[config.mk]
export PLATFORM = sky130hd
export DESIGN_NAME = uart_fifo_sched
export DESIGN_NICKNAME = d
export VERILOG_FILES = /design/src/rtl/uart_fifo_sched_pkg.sv /design/src/rtl/uart_fifo_drain.sv /design/src/rtl/uart_fifo_sched.sv
export SDC_FILE = /design/constraint.sdc
export NUM_CORES = 1
export LEC_CHECK = 0
export ABC_CLOCK_PERIOD_IN_PS = 4500
export CAP_MARGIN = 20
export CELL_PAD_IN_SITES_DETAIL_PLACEMENT = 2
export CELL_PAD_IN_SITES_GLOBAL_PLACEMENT = 2
export CORE_UTILIZATION = 30
export CTS_CLUSTER_DIAMETER = 40
export DETAILED_ROUTE_END_ITERATION = 10
export HOLD_SLACK_MARGIN = 0.02
export PLACE_DENSITY_LB_ADDON = 0.1
export SLEW_MARGIN = 20
export SYNTH_ARGS = -nofsm -noshare
export SYNTH_HDL_FRONTEND = slang
export SYNTH_SLANG_ARGS = --single-unit
[constraint.sdc]
create_clock -name clk -period 4.5 [get_ports clk]
set_input_delay 1.125 -clock clk [delete_from_list [all_inputs] [get_ports clk]]
set_output_delay 1.125 -clock clk [all_outputs]
set_load 0.005 [all_outputs]
[src/rtl/uart_fifo_sched_pkg.sv]
// Shared types and constants for the UART FIFO scheduler.
// Holds the drain FSM state encoding, the largest host word size and the FIFO capacity helper.
package uart_fifo_sched_pkg;

    typedef enum logic [1:0] {StIdle, StFetch, StSend, StGap} rd_state_e;

    localparam int unsigned MAX_BURST = 4;

    // The ring keeps one slot empty, so usable capacity is one less than storage.
    function automatic int unsigned fifo_cap(input int unsigned depth_log2);
        return (1 << depth_log2) - 1;
    endfunction

endpackage

[src/rtl/uart_fifo_drain.sv]
// Read side of the scheduler: pops one FIFO byte at a time into the transmitter
// valid/ready port, honouring CTS and an optional inter-byte gap.
module uart_fifo_drain import uart_fifo_sched_pkg::*; #(
    parameter int unsigned GAP_CYCLES = 0,
    parameter int unsigned GAP_W      = 16
) (
    input  logic       clk,
    input  logic       rst_n,
    input  logic       level_nz,
    input  logic       cts_n,
    input  logic       fifo_empty,
    input  logic [7:0] fifo_read_data,
    input  logic       tx_ready,
    output logic       pop,
    output logic       underflow_evt,
    output logic       tx_valid,
    output logic [7:0] tx_byte
);

    rd_state_e        state_q;
    logic [GAP_W-1:0] gap_q;

    // The FIFO head is only known in FETCH, so the strobe decision is combinational there.
    assign pop           = (state_q == StFetch) && !fifo_empty;
    assign underflow_evt = (state_q == StFetch) && fifo_empty;

    always_ff @(posedge clk or negedge rst_n) begin
        if (!rst_n) begin
            state_q  <= StIdle;
            gap_q    <= '0;
            tx_valid <= 1'b0;
            tx_byte  <= '0;
        end else begin
            unique case (state_q)
                StIdle: begin
                    if (level_nz && !cts_n) state_q <= StFetch;
                end
                StFetch: begin
                    if (fifo_empty) begin
                        state_q <= StIdle;
                    end else begin
                        tx_byte  <= fifo_read_data;
                        tx_valid <= 1'b1;
                        state_q  <= StSend;
                    end
                end
                StSend: begin
                    if (tx_ready) begin
                        tx_valid <= 1'b0;
                        if (GAP_CYCLES != 0) begin
                            gap_q   <= GAP_W'(GAP_CYCLES);
                            state_q <= StGap;
                        end else begin
                            state_q <= StIdle;
                        end
                    end
                end
                StGap: begin
                    gap_q <= gap_q - 1'b1;
                    if (gap_q == GAP_W'(1)) state_q <= StIdle;
                end
                default: state_q <= StIdle;
            endcase
        end
    end

endmodule

[src/rtl/uart_fifo_sched.sv]
// Multi-byte UART FIFO scheduler: admits 1-4 byte host words into the FIFO without overflow,
// drains bytes to the transmitter, and keeps the committed fill level plus sticky errors.
module uart_fifo_sched import uart_fifo_sched_pkg::*; #(
    parameter int unsigned DEPTH_LOG2 = 8,
    parameter int unsigned GAP_CYCLES = 0,
    parameter int unsigned GAP_W      = 16
) (
    input  logic                  clk,
    input  logic                  rst_n,
    input  logic                  host_valid,
    input  logic [31:0]           host_data,
    input  logic [2:0]            host_count,
    output logic                  host_ready,
    output logic                  fifo_write_strobe,
    output logic [3:0]            fifo_write_strobe_count,
    output logic [7:0]            fifo_write_data0,
    output logic [7:0]            fifo_write_data1,
    output logic [7:0]            fifo_write_data2,
    output logic [7:0]            fifo_write_data3,
    output logic                  fifo_read_strobe,
    input  logic [7:0]            fifo_read_data,
    input  logic                  fifo_empty,
    output logic                  tx_valid,
    output logic [7:0]            tx_byte,
    input  logic                  tx_ready,
    input  logic                  cts_n,
    output logic [DEPTH_LOG2:0]   level,
    input  logic                  status_clear,
    output logic                  err_bad_count,
    output logic                  err_underflow
);

    localparam int unsigned LW  = DEPTH_LOG2 + 1;
    localparam int unsigned CAP = fifo_cap(DEPTH_LOG2);

    logic          count_ok;
    logic          accept;
    logic          pop;
    logic          underflow_evt;
    logic [LW-1:0] space;
    logic [LW-1:0] level_base;
    logic [LW-1:0] level_d;

    assign count_ok   = (host_count != 3'd0) && (host_count <= 3'(MAX_BURST));
    // Space is judged on the pre-pop level, so a same-cycle pop never lets level exceed CAP.
    assign space      = LW'(CAP) - level;
    assign host_ready = host_valid && count_ok && (space >= LW'(host_count));
    assign accept     = host_ready;

    assign fifo_read_strobe = pop;

    always_comb begin
        level_base = underflow_evt ? '0 : level;
        level_d    = level_base + (accept ? LW'(host_count) : '0);
        if (pop) level_d = (level_d == '0) ? '0 : level_d - 1'b1;
    end

    always_ff @(posedge clk or negedge rst_n) begin
        if (!rst_n) begin
            level                   <= '0;
            fifo_write_strobe       <= 1'b0;
            fifo_write_strobe_count <= '0;
            fifo_write_data0        <= '0;
            fifo_write_data1        <= '0;
            fifo_write_data2        <= '0;
            fifo_write_data3        <= '0;
            err_bad_count           <= 1'b0;
            err_underflow           <= 1'b0;
        end else begin
            level             <= level_d;
            fifo_write_strobe <= accept;
            if (accept) begin
                fifo_write_strobe_count <= {1'b0, host_count};
                fifo_write_data0        <= host_data[7:0];
                fifo_write_data1        <= host_data[15:8];
                fifo_write_data2        <= host_data[23:16];
                fifo_write_data3        <= host_data[31:24];
            end
            // A new error in the clearing cycle keeps the flag set.
            err_bad_count <= (host_valid && !count_ok) || (err_bad_count && !status_clear);
            err_underflow <= underflow_evt || (err_underflow && !status_clear);
        end
    end

    uart_fifo_drain #(
        .GAP_CYCLES(GAP_CYCLES),
        .GAP_W     (GAP_W)
    ) u_drain (
        .clk           (clk),
        .rst_n         (rst_n),
        .level_nz      (level != '0),
        .cts_n         (cts_n),
        .fifo_empty    (fifo_empty),
        .fifo_read_data(fifo_read_data),
        .tx_ready      (tx_ready),
        .pop           (pop),
        .underflow_evt (underflow_evt),
        .tx_valid      (tx_valid),
        .tx_byte       (tx_byte)
    );

endmodule

==> summary.md <==
| Metric | Value |
|---|---|
| Outcome | `finished, violations left` |
| Hold WC Path Type | `reg2reg` |
| Core box area | `11600 um^2` |
| Number of global-route vias before repair | `3171` |
| Worst path arrival time | `around 4500 ps` |
| Crit path largest cell delay | `510 ps` |
| Post-DR vias/cell | `roughly 4.9` |
| Final hold vios | `0` |
| ANT cells | `0` |
| Register area share after synthesis | `0.514` |
| First DRT Iteration DRCs | `96` |
| Root buf cell | `clkbuf_16` |
| Yosys Warn Count | `0` |
| Yosys reg bits | `74` |
| First drt pass iteration count | `7` |
| Largest net degree at the start of global routing | `75` |
| Crit path cell chain | `clkdlybuf4s50_1, inv_1, ha_1, or4_1, o21ai_2, or2b_2, nor2_1, ha_1, fa_2, a21oi_1, buf_4, nor3_1, o21ai_1, nand2_2, nor3b_1, mux2i_1` |
| Worst skew pair latency | `340 ps` |
| Power Density | `roughly 450 nW/um^2` |
| Post-Syn Instances | `between 200 and 300` |
| Worst VDD drop | `0.000154 V` |
| Sink Count | `74` |
| Max-slew violations | `0` |
| DP Worst Slack | `-195 ps` |
| Fraction of layout cells with a size suffix above 1 | `0.208` |
| Synth unique cells | `a little over 50` |
| Top FF cell, synth | `dfrtp_1` |
| HPWL Detailed | `7300 um` |
| DRT Wirelength | `10100 um` |
| Die area | `12500 um^2` |
| H-tree depth | `3` |
| Max Clk Rate | `roughly 230 MHz` |
| Startpoint types | `input pin` |
| Via count | `approximately 2.8k` |
| Worst slew pin tran | `approximately 950 ps` |
| Number of maximum-capacitance violations | `0` |
| Most frequent cells in the layout | `105 x clkdlybuf4s50_1, 74 x dfrtp_1, 28 x buf_4, 26 x nor2_1, 22 x nand2_1` |
| Area grow syn2layout | `47.1%` |
| Critical path type | `in2reg` |
| Unrepaired setup endpoints after global routing | `false` |
| CP dominant cell by count | `ha_1` |
| TNS Setup | `0 ps` |
| Post-Syn Nets | `357` |
| Setup Viol. Count Final | `0` |
| Crit. End Element | `register` |
| Post-CTS sizing | `0` |
| Placer Congestion | `0.797` |
| # IOs | `109` |
| WP buf/inv | `3` |
| TritonCTS clock tree | `built` |
| Crit-path slowest cell | `or4_1` |
| Post-CTS Hold Buffers | `0` |
| Global-route wire length before repair | `16400 um` |
| Mean post-synth cell area | `12.1 um^2` |
| Port Buffers | `107` |
| Reg-to-reg slack, setup | `1010 ps` |
| Drt drc | `13` |
| GRT overflow | `0` |
| CP max FO | `5` |
| Nets | `492` |
| Number of synthesized flops with an enable pin | `0` |
| Most common cell after layout, fill and taps aside | `clkdlybuf4s50_1` |
| GR Util All Layers | `0.171` |
| Clock Tree Buf Depth | `2` |
| Data required, critical path | `~4800 ps` |
| Crit path max-delay family | `simple AND/OR/NAND/NOR gates` |
| Row Count | `39` |
| Relative slew slack | `0.364` |
| DRT antenna net count | `0` |
| Leak | `0.00232 uW` |
| Final Skew | `5.40 ps` |
| Worst Slack Setup Final | `roughly 220 ps` |
| WL/cell | `17.4 um` |
| Initial Utilization | `0.312` |
| Clock slew at reported path FFs | `60 ps` |
| Post-synth ARST share | `1.00` |
| Die width | `~110 um` |
| Post-CTS setup buffer count | `0` |
| Violated checks | `DRC` |
| Post-layout min period | `approximately 4300 ps` |
| CTS buffer count | `9` |
| Fin crit share | `0.951` |
| Mapped cell area | `between 3000 and 4000 um^2` |
| Die height | `112 um` |
| Initial antenna violation count | `0` |
[cells in the mapped netlist, types with 2 or more instances]
library cell,n,share of area
a21o_1,2,0.0042
a21oi_1,4,0.0056
a2bb2oi_1,2,0.0049
and4_1,2,0.0049
buf_12,2,0.011
buf_2,2,0.0028
buf_8,2,0.0083
clkbuf_1,3,0.0031
dfrtp_1,74,0.51
ha_1,9,0.031
inv_1,13,0.014
mux2_1,7,0.022
mux2_2,15,0.047
mux2_4,20,0.083
mux2i_1,3,0.0083
nand2_1,23,0.024
nand3_1,3,0.0042
nand4_1,3,0.0052
nor2_1,26,0.027
nor2b_1,2,0.0035
nor3_1,6,0.0083
nor3b_1,3,0.0062
nor4_1,9,0.016
o21a_1,2,0.0042
o21ai_0,7,0.0097
o41ai_1,3,0.0073
or3_1,2,0.0035
xnor2_1,15,0.036
xor2_1,11,0.027
[state kept, by name, indices dropped and copies added (netlist names)]
register	count
err_underflow	1
u_drain.gap_q	16
fifo_write_data0	8
level	9
u_drain.state_q	2
fifo_write_data3	8
fifo_write_data2	8
u_drain.tx_byte	8
fifo_write_strobe	1
fifo_write_strobe_count	3
u_drain.tx_valid	1
fifo_write_data1	8
err_bad_count	1
[worst reg2reg max path: stages, from the launching register on]
cell,delay [ps]
dfrtp_1,520
nand3_2,200
or4_1,520
o21ai_2,140
or2b_2,140
nor2_1,50
ha_1,230
fa_2,390
a21oi_1,150
buf_4,150
nor3_1,50
o21ai_1,220
nand2_2,130
nor3b_1,300
mux2i_1,230
[logic make-up after synthesis]
family,Yosys count,synth area share
simple gates,89,0.126
flops,74,0.514
mux,45,0.160
compound gates,29,0.0576
xor+xnor,26,0.0632
buf+inv,23,0.0410
fa+ha+maj,10,0.0368
other cells,1,0.00104
[where the power goes]
group	switching [uW]	internal, uW
clock	286	487
combinational	310	437
sequential	87.9	762
[metal layers]
metal / share of wire / GRT usage
met4: 0.019 / 0.0766
met5: 0 / 0
met1: 0.43 / 0.208
met3: 0.075 / 0.0501
met2: 0.47 / 0.283
[final cells by class]
| class | count | area (um^2) |
|---|---|---|
| flip-flops and latches | 74 | 1850 |
| well taps | 143 | 179 |
| clock inverters | 6 | 90.1 |
| inverters | 13 | 48.8 |
| multi-input cells | 200 | 1630 |
| repair buffers | 134 | 1270 |
| fillers | 1220 | 6260 |
| clock buffers | 10 | 229 |
[path summary, 6_finish.rpt]
check | start | to | depth (start not counted)
min | u_drain.gap_q[13] | u_drain.gap_q[13] | 1
max reg2reg | level[4] | level[7] | 14
min reg2reg | u_drain.gap_q[13] | u_drain.gap_q[13] | 1
max in group asynchronous | rst_n | level[3] | 1
min in group asynchronous | rst_n | fifo_write_data1[1] | 1
max | host_count[2] | level[7] | 16
[metrics by stage]
step	hold slack (ps)	cells	util	cell area, um^2	power, uW
after floorplan	437	297	-	3600	1180
after global placement	459	564	0.429	4960	1580
after detailed placement	466	564	0.429	4960	1600
after CTS	479	580	0.456	5280	2400
after global routing	490	580	0.459	5300	2500
final	470	580	0.459	5300	2370
Power figures use the tool's default switching activity.
